==> src/rtl/arbiter_pkg.sv <==
// Shared types, default sizes and helpers for the weighted round-robin arbiter.
// Optional feature macro: ARB_LOCK_EN (burst-lock per requester).
package arbiter_pkg;

  typedef enum logic {
    IDLE  = 1'b0,
    GRANT = 1'b1
  } arb_state_t;

  localparam int ARB_N    = 4;
  localparam int ARB_WW   = 4;

  // Widest weight field eff_weight() can handle; WW must not exceed it.
  localparam int ARB_WMAX = 16;

  // A weight of zero still grants one beat, so the holder always makes progress.
  function automatic logic [ARB_WMAX-1:0] eff_weight(input logic [ARB_WMAX-1:0] w);
    return (w == '0) ? {{(ARB_WMAX-1){1'b0}}, 1'b1} : w;
  endfunction

endpackage

==> src/rtl/arbiter_wrr_rr_pick.sv <==
// Combinational rotate-priority finder: returns the first set bit of req
// searching upward from start and wrapping from N-1 back to 0.
module rr_pick #(
  parameter int N  = 4,
  parameter int IW = $clog2(N)
) (
  input  logic [N-1:0]  req,
  input  logic [IW-1:0] start,
  output logic          found,
  output logic [IW-1:0] idx
);

  logic [IW:0]   sum;
  logic [IW-1:0] cand;

  // Walk the N positions in rotated order and latch the first requester seen.
  always_comb begin
    found = 1'b0;
    idx   = '0;
    sum   = '0;
    cand  = '0;
    for (int i = 0; i < N; i++) begin
      sum = {1'b0, start} + (IW+1)'(i);
      if (sum >= (IW+1)'(N)) begin
        sum = sum - (IW+1)'(N);
      end
      cand = sum[IW-1:0];
      if (!found && req[cand]) begin
        found = 1'b1;
        idx   = cand;
      end
    end
  end

endmodule

==> src/rtl/arbiter_wrr.sv <==
// Weighted round-robin arbiter with burst holding. A holder keeps the grant
// for up to its weight in beats, then the grant rotates without a gap.
// Optional feature macro: ARB_LOCK_EN lets a holder assert lock to extend
// its burst past the weight budget for as long as it keeps requesting.
module arbiter_wrr
  import arbiter_pkg::*;
#(
  parameter int N  = ARB_N,
  parameter int WW = ARB_WW,
  localparam int IW = $clog2(N)
) (
  input  logic          clk,
  input  logic          rst_n,
  input  logic [N-1:0]    req,
  input  logic [N*WW-1:0] weight,
  input  logic [N-1:0]    lock,
  output logic [N-1:0]    grant,
  output logic [IW-1:0]   grant_id,
  output logic            busy
);

  arb_state_t    state;
  logic [IW-1:0] ptr;
  logic [WW-1:0] beat_cnt;
  logic [WW-1:0] wlimit;

  logic          holder_req;
  logic [IW-1:0] next_after;
  logic [IW-1:0] pick_start;
  logic          pick_found;
  logic [IW-1:0] pick_idx;
  logic [WW-1:0] win_weight;
  logic [WW-1:0] win_limit;
  logic [N-1:0]  win_onehot;
  logic          budget_hit;
  logic          hold_lock;
  logic          release_now;

  // The holder is whoever grant_id names; its successor wraps at N-1.
  assign holder_req = req[grant_id];
  assign next_after = (grant_id == IW'(N-1)) ? '0 : grant_id + 1'b1;

  // One finder serves both idle arbitration (from ptr) and release
  // arbitration (from the slot after the holder, so the holder is last).
  assign pick_start = (state == GRANT) ? next_after : ptr;

  rr_pick #(
    .N  (N),
    .IW (IW)
  ) u_pick (
    .req   (req),
    .start (pick_start),
    .found (pick_found),
    .idx   (pick_idx)
  );

  // Budget of the candidate winner, captured only when its grant is issued.
  assign win_weight = weight[pick_idx*WW +: WW];
  assign win_limit  = WW'(eff_weight(ARB_WMAX'(win_weight)));
  assign win_onehot = {{(N-1){1'b0}}, 1'b1} << pick_idx;

  // This cycle is the last budgeted beat when the count reaches wlimit-1.
  assign budget_hit = (beat_cnt == (wlimit - 1'b1));

`ifdef ARB_LOCK_EN
  // A requesting holder with lock set cannot be released by its budget.
  assign hold_lock = lock[grant_id] & holder_req;
`else
  logic unused_lock;
  assign unused_lock = ^lock;
  assign hold_lock   = 1'b0;
`endif

  // Release when the holder drops its request or spends its last beat.
  assign release_now = !holder_req || (budget_hit && !hold_lock);

  // Arbitration FSM with registered grant, grant_id, busy and burst counters.
  always_ff @(posedge clk or negedge rst_n) begin
    if (!rst_n) begin
      state    <= IDLE;
      ptr      <= '0;
      beat_cnt <= '0;
      wlimit   <= '0;
      grant    <= '0;
      grant_id <= '0;
      busy     <= 1'b0;
    end else begin
      case (state)
        IDLE: begin
          if (pick_found) begin
            state    <= GRANT;
            grant    <= win_onehot;
            grant_id <= pick_idx;
            busy     <= 1'b1;
            beat_cnt <= '0;
            wlimit   <= win_limit;
          end
        end
        GRANT: begin
          if (release_now) begin
            ptr <= next_after;
            if (pick_found) begin
              grant    <= win_onehot;
              grant_id <= pick_idx;
              busy     <= 1'b1;
              beat_cnt <= '0;
              wlimit   <= win_limit;
            end else begin
              state    <= IDLE;
              grant    <= '0;
              grant_id <= '0;
              busy     <= 1'b0;
              beat_cnt <= '0;
            end
          end else if (!budget_hit) begin
            beat_cnt <= beat_cnt + 1'b1;
          end
        end
        default: begin
          state    <= IDLE;
          grant    <= '0;
          grant_id <= '0;
          busy     <= 1'b0;
        end
      endcase
    end
  end

endmodule

==> config.mk <==
export PLATFORM = sky130hd
export DESIGN_NAME = arbiter_wrr
export DESIGN_NICKNAME = d
export VERILOG_FILES = /design/src/rtl/arbiter_pkg.sv /design/src/rtl/arbiter_wrr_rr_pick.sv /design/src/rtl/arbiter_wrr.sv
export SDC_FILE = /design/constraint.sdc
export NUM_CORES = 1
export LEC_CHECK = 0
export CAP_MARGIN = 20
export CORE_ASPECT_RATIO = 0.7
export CORE_MARGIN = 4
export CORE_UTILIZATION = 27
export DETAILED_ROUTE_END_ITERATION = 10
export DONT_BUFFER_PORTS = 1
export HOLD_SLACK_MARGIN = 0.15
export PLACE_DENSITY = 0.38
export SETUP_SLACK_MARGIN = 0.3
export SKIP_LAST_GASP = 1
export SLEW_MARGIN = 10
export SYNTH_ARGS = -nofsm -noshare
export SYNTH_HDL_FRONTEND = slang
export SYNTH_SLANG_ARGS = --single-unit
==> constraint.sdc <==
create_clock -name clk -period 3.9 [get_ports clk]
set_input_delay 0.78 -clock clk [delete_from_list [all_inputs] [get_ports clk]]
set_output_delay 0.78 -clock clk [all_outputs]
set_load 0.01 [all_outputs]
After elaboration in Yosys (flattened, before gate mapping)

Index checks and enable logic that the tools add are counted.

Reduce and logical (&&, ||, !) cells: 12
Shift operators: 2
Eq/ne operators: 5
$lt $le $gt $ge: 9
Mux-type cells: 46
Bitwise gates (word level): 1
Add/sub/neg operators: 10

Operators with widths:

| kind                                                 | number |
|---|---|
| two-way mux 4 bit                                    | 9 |
| two-way mux 2 bit                                    | 13 |
| case mux 4 bit (2 select lines)                      | 3 |
| variable part select 16 x 5 -> 4 bit                 | 1 |
| < comparator 2 x 3 -> 1 bit (second input constant)  | 5 |
| two-way mux 1 bit                                    | 13 |
| binary-select mux 1 bit (select 2 bit)               | 5 |
| >= comparator 3 bit (second input constant)          | 3 |
| subtractor 2 x 1 -> 2 bit (second input constant)    | 4 |
| adder 2 x 2 -> 3 bit (second input constant)         | 2 |
| AND reduction 2 bit                                  | 3 |
| adder 4 x 1 -> 4 bit (second input constant)         | 1 |
| == test 4 bit                                        | 1 |
| logical NOT 1 bit                                    | 4 |
| logical NOT 4 bit                                    | 1 |
| case mux 1 bit (2 select lines)                      | 2 |
| case mux 2 bit (2 select lines)                      | 1 |
| << shifter 1 x 2 -> 4 bit (first input constant)     | 1 |
| subtractor 4 x 1 -> 4 bit (second input constant)    | 1 |
| adder 2 x 1 -> 3 bit (second input constant)         | 1 |
| >= comparator 2 x 3 -> 1 bit (second input constant) | 1 |
| logical AND 1 bit                                    | 3 |
| != test 3 x 2 -> 1 bit (second input constant)       | 1 |
| adder 2 x 1 -> 2 bit (second input constant)         | 1 |
| other kinds (5)                                      | 5 |

Bits in registers: 18
Bits of input ports: 26
Output and inout bits: 7
Logic and storage cells: 92

Logic depth before layout (Yosys ltp)

Depth after elaboration: 23
Gate-level depth with buffers: 9
Depth with buffers taken out: 8

Hierarchy

A second synthesis with hierarchy kept.

Cells, all modules: 116
Area total of the unflattened synthesis: 1207.4 um^2

Modules (own cells, without submodules):

| module      | area an instance (um^2) | instances | cells an instance |
|---|---|---|---|
| arbiter_wrr | 1129.8                  | 1         | 101 |
| rr_pick     | 77.6                    | 1         | 15 |

Least setup slack after synthesis

No wires, ideal clock.

Path kind: flip-flop to flip-flop
Start point: register grant_id[0]
End point: register wlimit[0]
Slack: 1569 ps
Buffers on the path: 1
Arrival time: 2267 ps
Stages on the path, launching flop included: 10
Clock period less this slack: 2331 ps
Required time: 3835 ps
Path through: dfrtp_1 ha_1 mux2i_1 mux2i_1 o2111ai_2 buf_6 mux2i_1 mux2i_1 o311ai_1 o21a_1

Longest elaborated chain between the ends: 23
Elaborated cells between the ends (all ways): 52
Classes of those cells: add/sub: 8; order compare: 4; eq/ne: 2; shift: 1; mux: 28; reduce/logical: 9

RTL lines:

| element                                                       | line                                  | RTL |
|---|---|---|
| start, declared                                               | arbiter_wrr.sv:18                     | `output logic [IW-1:0] grant_id,` |
| start signal, assigned                                        | arbiter_wrr.sv:93                     | `grant_id <= pick_idx;` |
| start signal, assigned                                        | arbiter_wrr.sv:104                    | `grant_id <= pick_idx;` |
| adder 2 x 1 -> 2 bit / == test 2 bit (equally long branches)  | arbiter_wrr.sv:41                     | `assign next_after = (grant_id == IW'(N-1)) ? '0 : grant_id + 1'b1;` |
| two-way mux 2 bit *                                           | arbiter_wrr.sv:41                     |  |
| net next_after[1]                                             | arbiter_wrr.sv:28                     | `logic [IW-1:0] next_after;` |
| two-way mux 2 bit *                                           | arbiter_wrr.sv:45                     | `assign pick_start = (state == GRANT) ? next_after : ptr;` |
| branches (longest 17 deep; another with adder 2 x 1 -> 3 bit) | -                                     |  |
| two-way mux 4 bit *                                           | arbiter_wrr.sv:90, arbiter_wrr.sv:102 |  |
| two-way mux 4 bit                                             | arbiter_wrr.sv:100                    | `if (release_now) begin` |
| case mux 4 bit (2 select lines) *                             | arbiter_wrr.sv:88                     | `case (state)` |
| end signal, assigned                                          | arbiter_wrr.sv:96                     | `wlimit <= win_limit;` |
| end signal, assigned                                          | arbiter_wrr.sv:107                    | `wlimit <= win_limit;` |
| end, declared                                                 | arbiter_wrr.sv:25                     | `logic [WW-1:0] wlimit;` |

Mark *: on every way through the listed nets, which the timed path passes. The select of a mux whose other input is x is not followed.
A chain may end at the register's enable or synchronous reset.

Worst setup path after layout

Same ends and word-level chain as after synthesis.

==> run metrics <==
Tcrit/Tclk final=71.6%; Post-Syn Area=0.00111 mm2; max frequency=0.358 GHz; layout cells sized above 1=11.9%; first-pass GRT wire length=4.02 mm; RSZ-0062 raised after global routing=no; commonest non-fill, non-tap cell in the layout=dfrtp_1; status=complete, no violations; asr flop ratio synth=100%; Post-CTS Setup Inserts=0; Clock Power Share=14.9%; Power Density=839 mW/mm2; placed inst area=0.00115 mm2; Max FO, Critical Path=12; net switching power=421 uW; max-slew violations=0; Int Power=592 uW; Die Height=61.6 um; hold_buf cts=0; Avg Cell Area, Syn=10.3 um2; total CTS buffers=3; Initial Util=28.1%; initial antenna violation count=0; Post-Synthesis Cells=108; # clock sinks=18; P&R area growth vs syn=8.68%; Max-cap violations=0; warnings from Yosys=0; post-cts resize count=0; actual slew at the worst max-slew pin=770 ps; register area share after synthesis=40.6%; Detailed Place HPWL=1.90 mm; largest net degree at the start of global routing=19; DR vias=786; crit end category=flip-flop; Congestion Overflow GR=0; min Tclk post-route=2790 ps; overall die width=84.6 um; CP required=4090 ps; startpoint types=flip-flop; WL/cell=15.0 um; nets=139; Final Hold Vio Count=0; final setup margin=1110 ps; number of cell rows=19; vias in the first global route=796; fillers=434; 1st-iter DRT viols=19; Bufs on Longest Clock Path=2; # IOs=33; VDD IR max=260 uV; CTS H-Tree Depth=1; kind of critical path=flip-flop to flip-flop; Remaining DRCs=0; final core utilization=30.6%; Rel. slew slack=48.7%; most frequent cells in the layout=18 x dfrtp_1, 17 x nand2_1, 13 x mux2i_1, 10 x o21ai_0; Leak Pwr=0.527 nW; ys flop type=dfrtp_1; design area=0.00121 mm2; post-synth cell types=34; IO Port Bufs=0; Seq pwr share=34.7%; final setup violating endpoints=0; Post-synth EDFFs=0; total power=1.01 mW; Comb pwr share=50.3%; antenna violation net count after detailed routing=0; Synth Register Bits=18; Hold/Removal Path Class=input port to async pin; CTS tree=built; GRT Resource Usage Total=10.1%; Clock Skew=4.31 ps; sum of negative setup slack=0 ps; Placeable Area=0.00395 mm2; n_diodes=0; crit path DAT=2980 ps; sw frac=41.6%; clk slew on worst S/H paths=70 ps; final WL=2.42 mm; post-DR vias/cell=4.88; DIE AREA=0.00522 mm2; Clk Tree Root Cell=clkbuf_8; first-pass iteration count of the detailed router=4; clock latency on the worst-skew pair=250 ps; Final Wtd Congestion=0.823; Post-Syn Nets=137; pre-CTS setup slack=1040 ps
-- layer usage --
layer / up-vias / part of all wire [%] / track usage [%]
li1: 388 / - / -
met1: 377 / 49 / 13.0
met2: 19 / 44 / 16.3
met3: 2 / 6.0 / 4.14
met4: 0 / 0.70 / 2.03
met5: - / 0 / 0
-- area by class of cell --
class / instances / area, um2 / area share (%)
flip-flops and latches: 18 / 450 / 37.3
inverters: 3 / 11.3 / 0.934
multi-input cells: 84 / 624 / 51.8
well taps: 52 / 65.1 / 5.39
clock buffers: 4 / 55.1 / 4.56
-- worst max-delay path, stage by stage, from the launching register on --
cell       delay (ps)
dfrtp_1           490
ha_1              360
mux2i_1           340
mux2i_1           260
o2111ai_2         430
mux2i_1           290
mux2i_1           120
o311ai_1          290
o21a_1            150
-- final timing paths --
check | from | endpoint | slack (ps) | cells past startpoint
max | grant_id[0] | wlimit[0] | 1110 | 8
min | rst_n | ptr[1] | 210 | 0
max reg2reg | grant_id[0] | wlimit[0] | 1110 | 8
min reg2reg | ptr[0] | ptr[0] | 500 | 2
max in group asynchronous | rst_n | grant_id[1] | 3610 | 0
min in group clk | ptr[0] | ptr[0] | 500 | 2
-- logic make-up (layout without fill, tap and decap cells) --
family | count (synthesis) | count (layout) | synth area share [%]
multiplexers | 19 | 19 | 18.8
adder cells (fa/ha/maj) | 3 | 3 | 3.38
XOR/XNOR | 6 | 6 | 4.74
AO/OA/AOI/OAI | 21 | 21 | 12.7
AND/OR/NAND/NOR | 35 | 35 | 16.6
buffers and inverters | 6 | 7 | 3.16
flip-flops | 18 | 18 | 40.6
-- power by group through the flow --
stage          logic, mW  clock network, mW  registers, mW
2_1_floorplan      0.447                  0          0.330
3_3_place_gp       0.504                  0          0.356
3_5_place_dp       0.517                  0          0.357
4_1_cts            0.519              0.159          0.354
5_1_grt            0.580              0.168          0.364
6_report           0.510              0.151          0.352
-- flip-flops by register name, indices dropped and copies added (netlist names) --
name	cells
beat_cnt	4
grant	4
wlimit	4
grant_id	2
ptr	2
busy	1
state	1
-- cells in the mapped netlist, types with 2 or more instances --
cell type	instances	area (um2)
o211ai_1	3	22.5
and2_1	2	12.5
nor2b_1	2	12.5
inv_1	3	11.3
o21ai_0	10	50.1
nor2_1	3	11.3
dfrtp_1	18	450
nand2b_1	4	25.0
mux2i_1	13	130
ha_1	3	37.5
xor2_1	4	35.0
xnor2_1	2	17.5
nand2_1	17	63.8
mux2_2	4	45.0
-- per-stage QoR --
step / cells / hold slack, ps
after floorplan: 108 / 450
after global placement: 157 / 484
after detailed placement: 157 / 485
after CTS: 161 / 207
after global routing: 161 / 198
final: 161 / 215
Power figures use the tool's default switching activity.
